==> src/rtl/seg_pkg.sv <==
// Shared types and constants for the seven-segment scanner: FSM state encoding,
// hex segment table, blanking values and parameter defaults.
package seg_pkg;

  typedef enum logic [1:0] {
    ST_IDLE  = 2'd0,
    ST_FETCH = 2'd1,
    ST_SHOW  = 2'd2
  } state_e;

  localparam logic [31:0] DEF_BASE_ADDR     = 32'h0000_0200;
  localparam int          DEF_REFRESH_DIV   = 100000;
  localparam int          DEF_FETCH_TIMEOUT = 16;

  // Wide enough for the largest legal dwell (2^20 cycles, counted 0..2^20-1).
  localparam int DWELL_W = 20;

  localparam logic [7:0] SEG_BLANK = 8'hFF;
  localparam logic [3:0] AN_OFF    = 4'b1111;

  // Active-low {dp,g,f,e,d,c,b,a}; entry 0 is the rightmost element.
  localparam logic [15:0][7:0] SEG_TABLE = {
    8'h8E, 8'h86, 8'hA1, 8'hC6, 8'h83, 8'h88, 8'h90, 8'h80,
    8'hF8, 8'h82, 8'h92, 8'h99, 8'hB0, 8'hA4, 8'hF9, 8'hC0
  };

  function automatic logic [3:0] an_for_slot(input logic [1:0] slot);
    return ~(4'b0001 << slot);
  endfunction

endpackage

==> src/rtl/seg7_decode.sv <==
// Combinational hex-to-segment decoder; bit 4 of the input lights the decimal point.
module seg7_decode
  import seg_pkg::*;
(
  input  logic [4:0] din,
  output logic [7:0] seg
);

  assign seg = {~din[4], SEG_TABLE[din[3:0]][6:0]};

endmodule

==> src/rtl/seg_scanner.sv <==
// Four-digit multiplexed display scanner: fetches each digit word from data memory,
// then drives it on the active-low anode/segment outputs for a fixed dwell.
module seg_scanner
  import seg_pkg::*;
#(
  parameter logic [31:0] BASE_ADDR     = DEF_BASE_ADDR,
  parameter int          REFRESH_DIV   = DEF_REFRESH_DIV,
  parameter int          FETCH_TIMEOUT = DEF_FETCH_TIMEOUT
) (
  input  logic        clk,
  input  logic        reset,
  input  logic        enable,
  output logic        mem_req,
  output logic [31:0] mem_addr,
  input  logic [31:0] mem_rdata,
  input  logic        mem_ready,
  output logic [3:0]  AN,
  output logic [7:0]  BCD,
  output logic        fetch_err
);

  localparam logic [DWELL_W-1:0] SHOW_LAST  = DWELL_W'(REFRESH_DIV - 1);
  localparam logic [DWELL_W-1:0] FETCH_LAST = DWELL_W'(FETCH_TIMEOUT - 1);
  localparam logic [DWELL_W-1:0] DWELL_ONE  = DWELL_W'(1);

  state_e              state_q, state_d;
  logic [1:0]          slot_q, slot_d;
  logic [DWELL_W-1:0]  dwell_q, dwell_d;
  logic                mem_req_q, mem_req_d;
  logic [31:0]         mem_addr_q, mem_addr_d;
  logic [3:0]          an_q, an_d;
  logic [7:0]          bcd_q, bcd_d;
  logic                fetch_err_q, fetch_err_d;
  logic [7:0]          seg_dec;

  // Only the low five bits of a digit word are meaningful.
  logic unused_rdata;
  assign unused_rdata = ^mem_rdata[31:5];

  seg7_decode u_decode (
    .din (mem_rdata[4:0]),
    .seg (seg_dec)
  );

  function automatic logic [31:0] slot_addr(input logic [1:0] s);
    return BASE_ADDR + {28'd0, s, 2'b00};
  endfunction

  always_comb begin
    // NOTE: every signal assigned here gets a default first, so no latch is inferred.
    state_d     = state_q;
    slot_d      = slot_q;
    dwell_d     = dwell_q;
    mem_req_d   = mem_req_q;
    mem_addr_d  = mem_addr_q;
    an_d        = an_q;
    bcd_d       = bcd_q;
    fetch_err_d = 1'b0;

    case (state_q)
      ST_IDLE: begin
        an_d      = AN_OFF;
        bcd_d     = SEG_BLANK;
        mem_req_d = 1'b0;
        if (enable) begin
          state_d    = ST_FETCH;
          mem_req_d  = 1'b1;
          mem_addr_d = slot_addr(slot_q);
          dwell_d    = '0;
        end
      end

      ST_FETCH: begin
        // Acceptance wins over an expiry landing in the same cycle.
        if (mem_ready || dwell_q == FETCH_LAST) begin
          mem_req_d   = 1'b0;
          dwell_d     = '0;
          fetch_err_d = ~mem_ready;
          if (enable) begin
            state_d = ST_SHOW;
            an_d    = an_for_slot(slot_q);
            bcd_d   = mem_ready ? seg_dec : SEG_BLANK;
          end else begin
            state_d = ST_IDLE;
          end
        end else begin
          dwell_d = dwell_q + DWELL_ONE;
        end
      end

      ST_SHOW: begin
        if (dwell_q == SHOW_LAST) begin
          slot_d  = slot_q + 2'd1;
          dwell_d = '0;
          an_d    = AN_OFF;
          bcd_d   = SEG_BLANK;
          if (enable) begin
            state_d    = ST_FETCH;
            mem_req_d  = 1'b1;
            mem_addr_d = slot_addr(slot_q + 2'd1);
          end else begin
            state_d = ST_IDLE;
          end
        end else if (!enable) begin
          // Slot is kept so scanning resumes on the digit that was interrupted.
          state_d = ST_IDLE;
          dwell_d = '0;
          an_d    = AN_OFF;
          bcd_d   = SEG_BLANK;
        end else begin
          dwell_d = dwell_q + DWELL_ONE;
        end
      end

      default: state_d = ST_IDLE;
    endcase
  end

  // NOTE: sequential state uses non-blocking assignments; reset is sampled on the clock edge.
  always_ff @(posedge clk) begin
    if (!reset) begin
      state_q     <= ST_IDLE;
      slot_q      <= 2'd0;
      dwell_q     <= '0;
      mem_req_q   <= 1'b0;
      mem_addr_q  <= BASE_ADDR;
      an_q        <= AN_OFF;
      bcd_q       <= SEG_BLANK;
      fetch_err_q <= 1'b0;
    end else begin
      state_q     <= state_d;
      slot_q      <= slot_d;
      dwell_q     <= dwell_d;
      mem_req_q   <= mem_req_d;
      mem_addr_q  <= mem_addr_d;
      an_q        <= an_d;
      bcd_q       <= bcd_d;
      fetch_err_q <= fetch_err_d;
    end
  end

  assign mem_req   = mem_req_q;
  assign mem_addr  = mem_addr_q;
  assign AN        = an_q;
  assign BCD       = bcd_q;
  assign fetch_err = fetch_err_q;

endmodule

==> config.mk <==
export PLATFORM = sky130hd
export DESIGN_NAME = seg_scanner
export DESIGN_NICKNAME = d
export VERILOG_FILES = /design/src/rtl/seg_pkg.sv /design/src/rtl/seg7_decode.sv /design/src/rtl/seg_scanner.sv
export SDC_FILE = /design/constraint.sdc
export NUM_CORES = 1
export LEC_CHECK = 0
export BUFFER_PORTS_ARGS = -buffer_cell sky130_fd_sc_hd__buf_4
export CAP_MARGIN = 0
export CORE_MARGIN = 3
export CORE_UTILIZATION = 41
export CTS_CLUSTER_DIAMETER = 60
export DETAILED_ROUTE_END_ITERATION = 8
export PLACE_DENSITY = 0.66
export SYNTH_ARGS = -nofsm -noshare
export SYNTH_HDL_FRONTEND = slang
export SYNTH_SLANG_ARGS = --single-unit
==> constraint.sdc <==
create_clock -name clk -period 2.85 [get_ports clk]
set_input_delay 0.57 -clock clk [delete_from_list [all_inputs] [get_ports clk]]
set_output_delay 0.57 -clock clk [all_outputs]
set_load 0.03 [all_outputs]
# After elaboration in Yosys (flattened, before gate mapping)
# Memories as Yosys holds them, arrays and structs flattened.
# Index checks and enable logic that the tools add are counted.
[word_totals] register_bits=70 romBits=128 in_bits=36 output_inout_bits=46 word_cells=72 mem_count=1
[mem_list] memory="(name not given)" depth=16 width=8 rd=1 rd_clocked_by_memory_dff=0 wr=0 line_no="seg7_decode.sv:9" source="assign seg = {~din[4], SEG_TABLE[din[3:0]][6:0]};"
[classes] addsub=4 magnitude_cmp=1 n_eq_ne=10 shift=1 mux=33 bitwise=3 reduce_logical=11
[ops] cell="$mux W32" count=3
[ops] cell="$mux W20" count=4
[ops] cell="$pmux W32 S2" count=1
[ops] cell="$pmux W20 S3" count=1
[ops] cell="$mux W8" count=5
[ops] cell="$pmux W8 S3" count=1
[ops] cell="$add A10 B4 Y11 const A" count=2
[ops] cell="$add A20 B1 Y20 const B" count=1
[ops] cell="$eq A20 B17 Y1 const B" count=1
[ops] cell="$eq A20 B4 Y1 const B" count=1
[ops] cell="$mux W4" count=4
[ops] cell="$pmux W4 S3" count=1
[ops] cell="$reduce_and A4 Y1" count=3
[ops] cell="$mux W2" count=5
[ops] cell="$ne A2 B2 Y1 const B" count=5
[ops] cell="$mux W7" count=1
[ops] cell="$pmux W2 S3" count=1
[ops] cell="$reduce_and A3 Y1" count=2
[ops] cell="$lt A4 B5 Y1 const B" count=1
[ops] cell="$mux W1" count=5
[ops] cell="$not A4 Y4" count=1
[ops] cell="$reduce_and A2 Y1" count=2
[ops] cell="$shl A1 B2 Y4 const A" count=1
[ops] cell="$ne A3 B3 Y1 const B" count=1
[ops] cell="other kinds (9)" count=10

# Longest topological paths before layout
[logic_depth] depth_word=6 depth_mapped=9 ltp_nobuf=8

# Hierarchy
# Synthesis repeated with hierarchy kept, for this count alone.
[unflattened] cells_unflattened=315 hier_area_um2=2593.7
[by_module_without_submodules] mod="seg_scanner" n_inst=1 cells_each=282 area_each_um2=2314.7 seq_area_each_um2=800.8
[by_module_without_submodules] mod="seg7_decode" n_inst=1 cells_each=33 area_each_um2=279.0 seq_area_each_um2=0.0

# Least setup slack after synthesis
# No wires, ideal clock.
[synth_path] path_type="reg-to-reg" from="register dwell_q[0]" to="register bcd_q[1] (netlist: BCD[1])" setup_time_ps=74 arrival_ps=1913 required_ps=2776 setup_slack_ps=863 stages_incl_launch_ff=9 path_buffers=1 synth_period_minus_slack_ps=1987 cell_sequence="dfxtp_1 -> ha_1 -> and3_1 -> nand3_1 -> o311a_4 -> a2111oi_4 -> buf_6 -> nor3b_1 -> a31oi_2"
[synth_between] elab_chain_cells=4 word_cells_on_any_way=8 cone_classes="4 x eq/ne; 2 x mux; 2 x reduce/logical"
[synth_rtl] element="start: declaration" line_no="seg_scanner.sv:28" source="logic [DWELL_W-1:0] dwell_q, dwell_d;"
[synth_rtl] element="start signal: assignment" line_no="seg_scanner.sv:133" source="dwell_q <= dwell_d;"
[synth_rtl] element="$eq A20 B4 Y1" line_no="seg_scanner.sv:75" source="if (mem_ready || dwell_q == FETCH_LAST) begin"
[synth_rtl] element="$logic_or A1 B1 Y1" line_no="seg_scanner.sv:75"
[synth_rtl] element="$ne A2 B2 Y1 (no source line)"
[synth_rtl] element="$reduce_and A4 Y1 (no source line)"
[synth_rtl] element="end signal: assignment" line_no="seg_scanner.sv:128" source="bcd_q <= SEG_BLANK;"
[synth_rtl] element="end signal: assignment" line_no="seg_scanner.sv:137" source="bcd_q <= bcd_d;"
[synth_rtl] element="end: declaration" line_no="seg_scanner.sv:32" source="logic [7:0] bcd_q, bcd_d;"
# Several ways; a longest one is shown, not always the timed one.
# A chain may end at the register's enable or synchronous reset.

# Final worst setup path
[layout_path] from="register dwell_q[0]" to="register an_q[0] (netlist: AN[0])"
[layout_between] elab_chain_cells=4 word_cells_on_any_way=8 cone_classes="4 x eq/ne; 2 x mux; 2 x reduce/logical"
[layout_rtl] element="$eq A20 B4 Y1" line_no="seg_scanner.sv:75"
[layout_rtl] element="$logic_or A1 B1 Y1" line_no="seg_scanner.sv:75"
[layout_rtl] element="$ne A2 B2 Y1 (no source line)"
[layout_rtl] element="$reduce_and A4 Y1 (no source line)"
[layout_rtl] element="end signal: assignment" line_no="seg_scanner.sv:136" source="an_q <= an_d;"
[layout_rtl] element="end: declaration" line_no="seg_scanner.sv:31" source="logic [3:0] an_q, an_d;"
# Several ways; a longest one is shown, not always the timed one.

==> impl_results.md <==
* Clock tree root driver cell: clkbuf_8
* Tightest Hold Check Type: in2reg
* VDD IR-drop max at 0.193 mV
* Clock sink total at 40
* Switching share of total power at 0.315
* Number of failing hold endpoints at the final stage at 0
* Number of I/O pins at 82
* Arrival time at the worst endpoint at 2.46 ns
* Internal Pwr Total at 0.835 mW
* Net switching power of the design at 0.383 mW
* Fraction of layout instances using a drive strength above 1 at 0.134
* Latest clock arrival within the worst-skew pair at 0.30 ns
* Via count of the first global-routing pass at 1891
* Number of standard cells after synthesis at 309
* Initial core utilization at 0.427
* Number of distinct library cells after synthesis at 49
* Leading cell types by total area after synthesis: dfxtp_1, buf_4, ha_1, nand2_1, nand3_1
* Power share of the clock group at 0.326
* Number of placement rows at 28
* Required time of the worst setup path at 3.03 ns
* Vias at 2069
* Relative slew slack at 0.640
* WL/cell at 12.5 µm
* Primary flip-flop cell chosen by synthesis mapping: dfxtp_1
* Last weighted congestion value of the routability-driven placer at 0.752
* Post-Syn Area per Cell at 8.28 µm²
* Capture endpoint of the worst hold path: BCD[7]
* Worst Hold Launch: mem_rdata[4]
* Pin count of the biggest net entering global routing at 28
* Core Area at 0.00599 mm²
* Number of search-and-repair iterations in the first detailed-routing pass at 4
* Fillers at 595
* Share of synthesized registers carrying an async set or reset at 0
* Run status: finished clean
* Number of inserted diodes at 0
* Number of synthesized flops with an enable pin at 0
* Fraction of power consumed by combinational cells at 0.197
* Setup repair after global routing missed its margin: false
* Number of synthesis warnings at 0
* Global router's overall resource usage at 0.140
* Sequential fraction of the synthesis area at 0.313
* Final WL at 5.02 mm
* Measured slew at the worst slew-check pin at 0.541 ns
* Seq pwr share at 0.476
* Count of hold-fix buffers inserted at cts at 0
* Multi-input logic area at 0.00151 mm²
* Number of cell instances on the worst register-to-register path at 8
* Sum of negative setup slack at 0 ns
* Post-synthesis instance area at 0.00256 mm²
* H-tree level count at 2
* Global-route wire length before repair at 8.51 mm
* Resized cells post-CTS at 0
* Total power divided by cell area at 443 mW/mm²
* R2r endpoint: AN[0]
* Via density per instance at 5.13
* Power Total at 1.22 mW
* Count of endpoints failing setup in the final report at 0
* IO buf count at 24
* Die extent in y at 85.0 µm
* Crit path launch type: flop
* Nets at 378
* Number of maximum-capacitance violations at 0
* Number of buffers created by CTS at 5
* Final routed DRC violation total at 0
* Die span in x at 85.0 µm
* Maximum count of clock buffers along a single path at 2
* Buffers inserted during post-CTS setup optimization at 0
* Number of antenna violations at the first check in global routing at 0
* Startpoint-to-endpoint class of the critical path: reg2reg
* Pins over their slew limit at 0
* Final critical path time including I/O delays and setup at 2.28 ns
* Maximum net fanout on the critical path at 24
* Portion of the clock cycle consumed by the worst path in the final layout at 0.800
* Maximum achievable frequency at 0.439 GHz
* Area growth from synthesis to final layout at 7.58%
* R2R Path Start: dwell_q[0]
* DRC marker count from the first detailed-route iteration at 79
* Area share of the leading cell type in the synthesized netlist at 0.313
* Clock-pin slew reported for the worst setup and hold paths after clock tree synthesis at 0.08 ns
* P_leak at 1.11 nW
* Type of element capturing the critical path: flop
* Number of nets still failing antenna checks after routing at 0
* Combined flip-flop and latch cell area at 801 µm²
* Reg2Reg Setup Slack at 0.57 ns
* Die area at 0.00722 mm²
* Post-synthesis register bit count at 40
* Dominant cell type by area after synthesis: dfxtp_1
* TritonCTS clock tree: yes
* HPWL after detailed placement at 3.61 mm
* Leading cell type by number of instances after synthesis: dfxtp_1
* Final Skew at 0.0114 ns
* Worst hold path depth at 2
* Overflow left after global routing at 0
* Post-synth top cells: dfxtp_1, nand2_1, buf_4
## cells by family (layout without fill, tap and decap cells)
logic type	Yosys count	after routing	synth area share
compound gates	68	68	0.190
xor+xnor	5	5	0.0171
fa+ha+maj	15	15	0.0734
buf+inv	60	51	0.139
flops	40	40	0.313
mux	4	4	0.0205
other cells	2	30	0.00294
simple gates	115	115	0.244
## layout make-up
class | count | area share
clock inverters | 2 | 0.00364
repair buffers | 26 | 0.0709
flip-flops and latches | 40 | 0.291
multi-input cells | 237 | 0.547
clock buffers | 6 | 0.0300
well taps | 75 | 0.0341
inverters | 17 | 0.0232
## per-stage QoR
step | hold slack (ns) | worst slack, ns | instance area, µm² | util | cells
global placement | 0.487 | 0.608 | 2660 | 0.444 | 395
global route | 0.450 | 0.385 | 2750 | 0.459 | 403
CTS | 0.453 | 0.581 | 2750 | 0.459 | 403
finish | 0.462 | 0.570 | 2750 | 0.459 | 403
detailed placement | 0.493 | 0.598 | 2660 | 0.444 | 395
floorplan | 0.469 | 0.863 | 2660 | - | 337
## how the worst max path moves through the flow
stage                     cells past startpoint        from  slack [ns]  endpoint
after CTS                                     8  dwell_q[0]        0.58     AN[1]
after detailed placement                      8  dwell_q[0]        0.60     AN[1]
final                                         8  dwell_q[0]        0.57     AN[0]
after global routing                          8  dwell_q[0]        0.38     AN[3]
after global placement                        8  dwell_q[0]        0.61     AN[0]
after floorplan                               8  dwell_q[0]        0.86    BCD[1]
## registers in the layout, summed over array words and instances (netlist names)
name       flops
state_q        2
dwell_q       20
mem_req        1
AN             4
mem_addr       2
slot_q         2
fetch_err      1
BCD            8
## critical path: stages (launching register included)
cell       delay (ns)
dfxtp_1          0.37
ha_1             0.21
and3_1           0.25
nand3_1          0.15
o311a_4          0.43
a2111oi_4        0.19
buf_4            0.31
and3_1           0.19
o21ai_1          0.05
## layout by cell type, fill, tap and decap left out, types with 5 or more instances in the layout
cell type  instances
and2_1             8
conb_1            30
nand2_1           31
o21ai_1            5
nor3b_1           10
and3_1             9
buf_4             26
nand3_1           17
inv_1             17
a31oi_1            6
dfxtp_1           40
clkbuf_8           6
a21oi_1           12
or3_1              6
o21ai_0           17
nor2_1            13
o311ai_0           7
ha_1              15
## power by group through the flow
stage	clock network [mW]	registers (mW)	logic (mW)
5_1_grt	0.437	0.582	0.262
4_1_cts	0.416	0.580	0.240
3_5_place_dp	0	0.593	0.239
2_1_floorplan	0	0.612	0.205
6_report	0.398	0.580	0.240
3_3_place_gp	0	0.593	0.237
## layer usage
metal | wire, µm | global-route usage
met5 | 0 | 0
met4 | 48 | 0.0388
met3 | 223 | 0.0379
met2 | 2470 | 0.242
met1 | 2280 | 0.172
(Power assumes the default switching activity.)
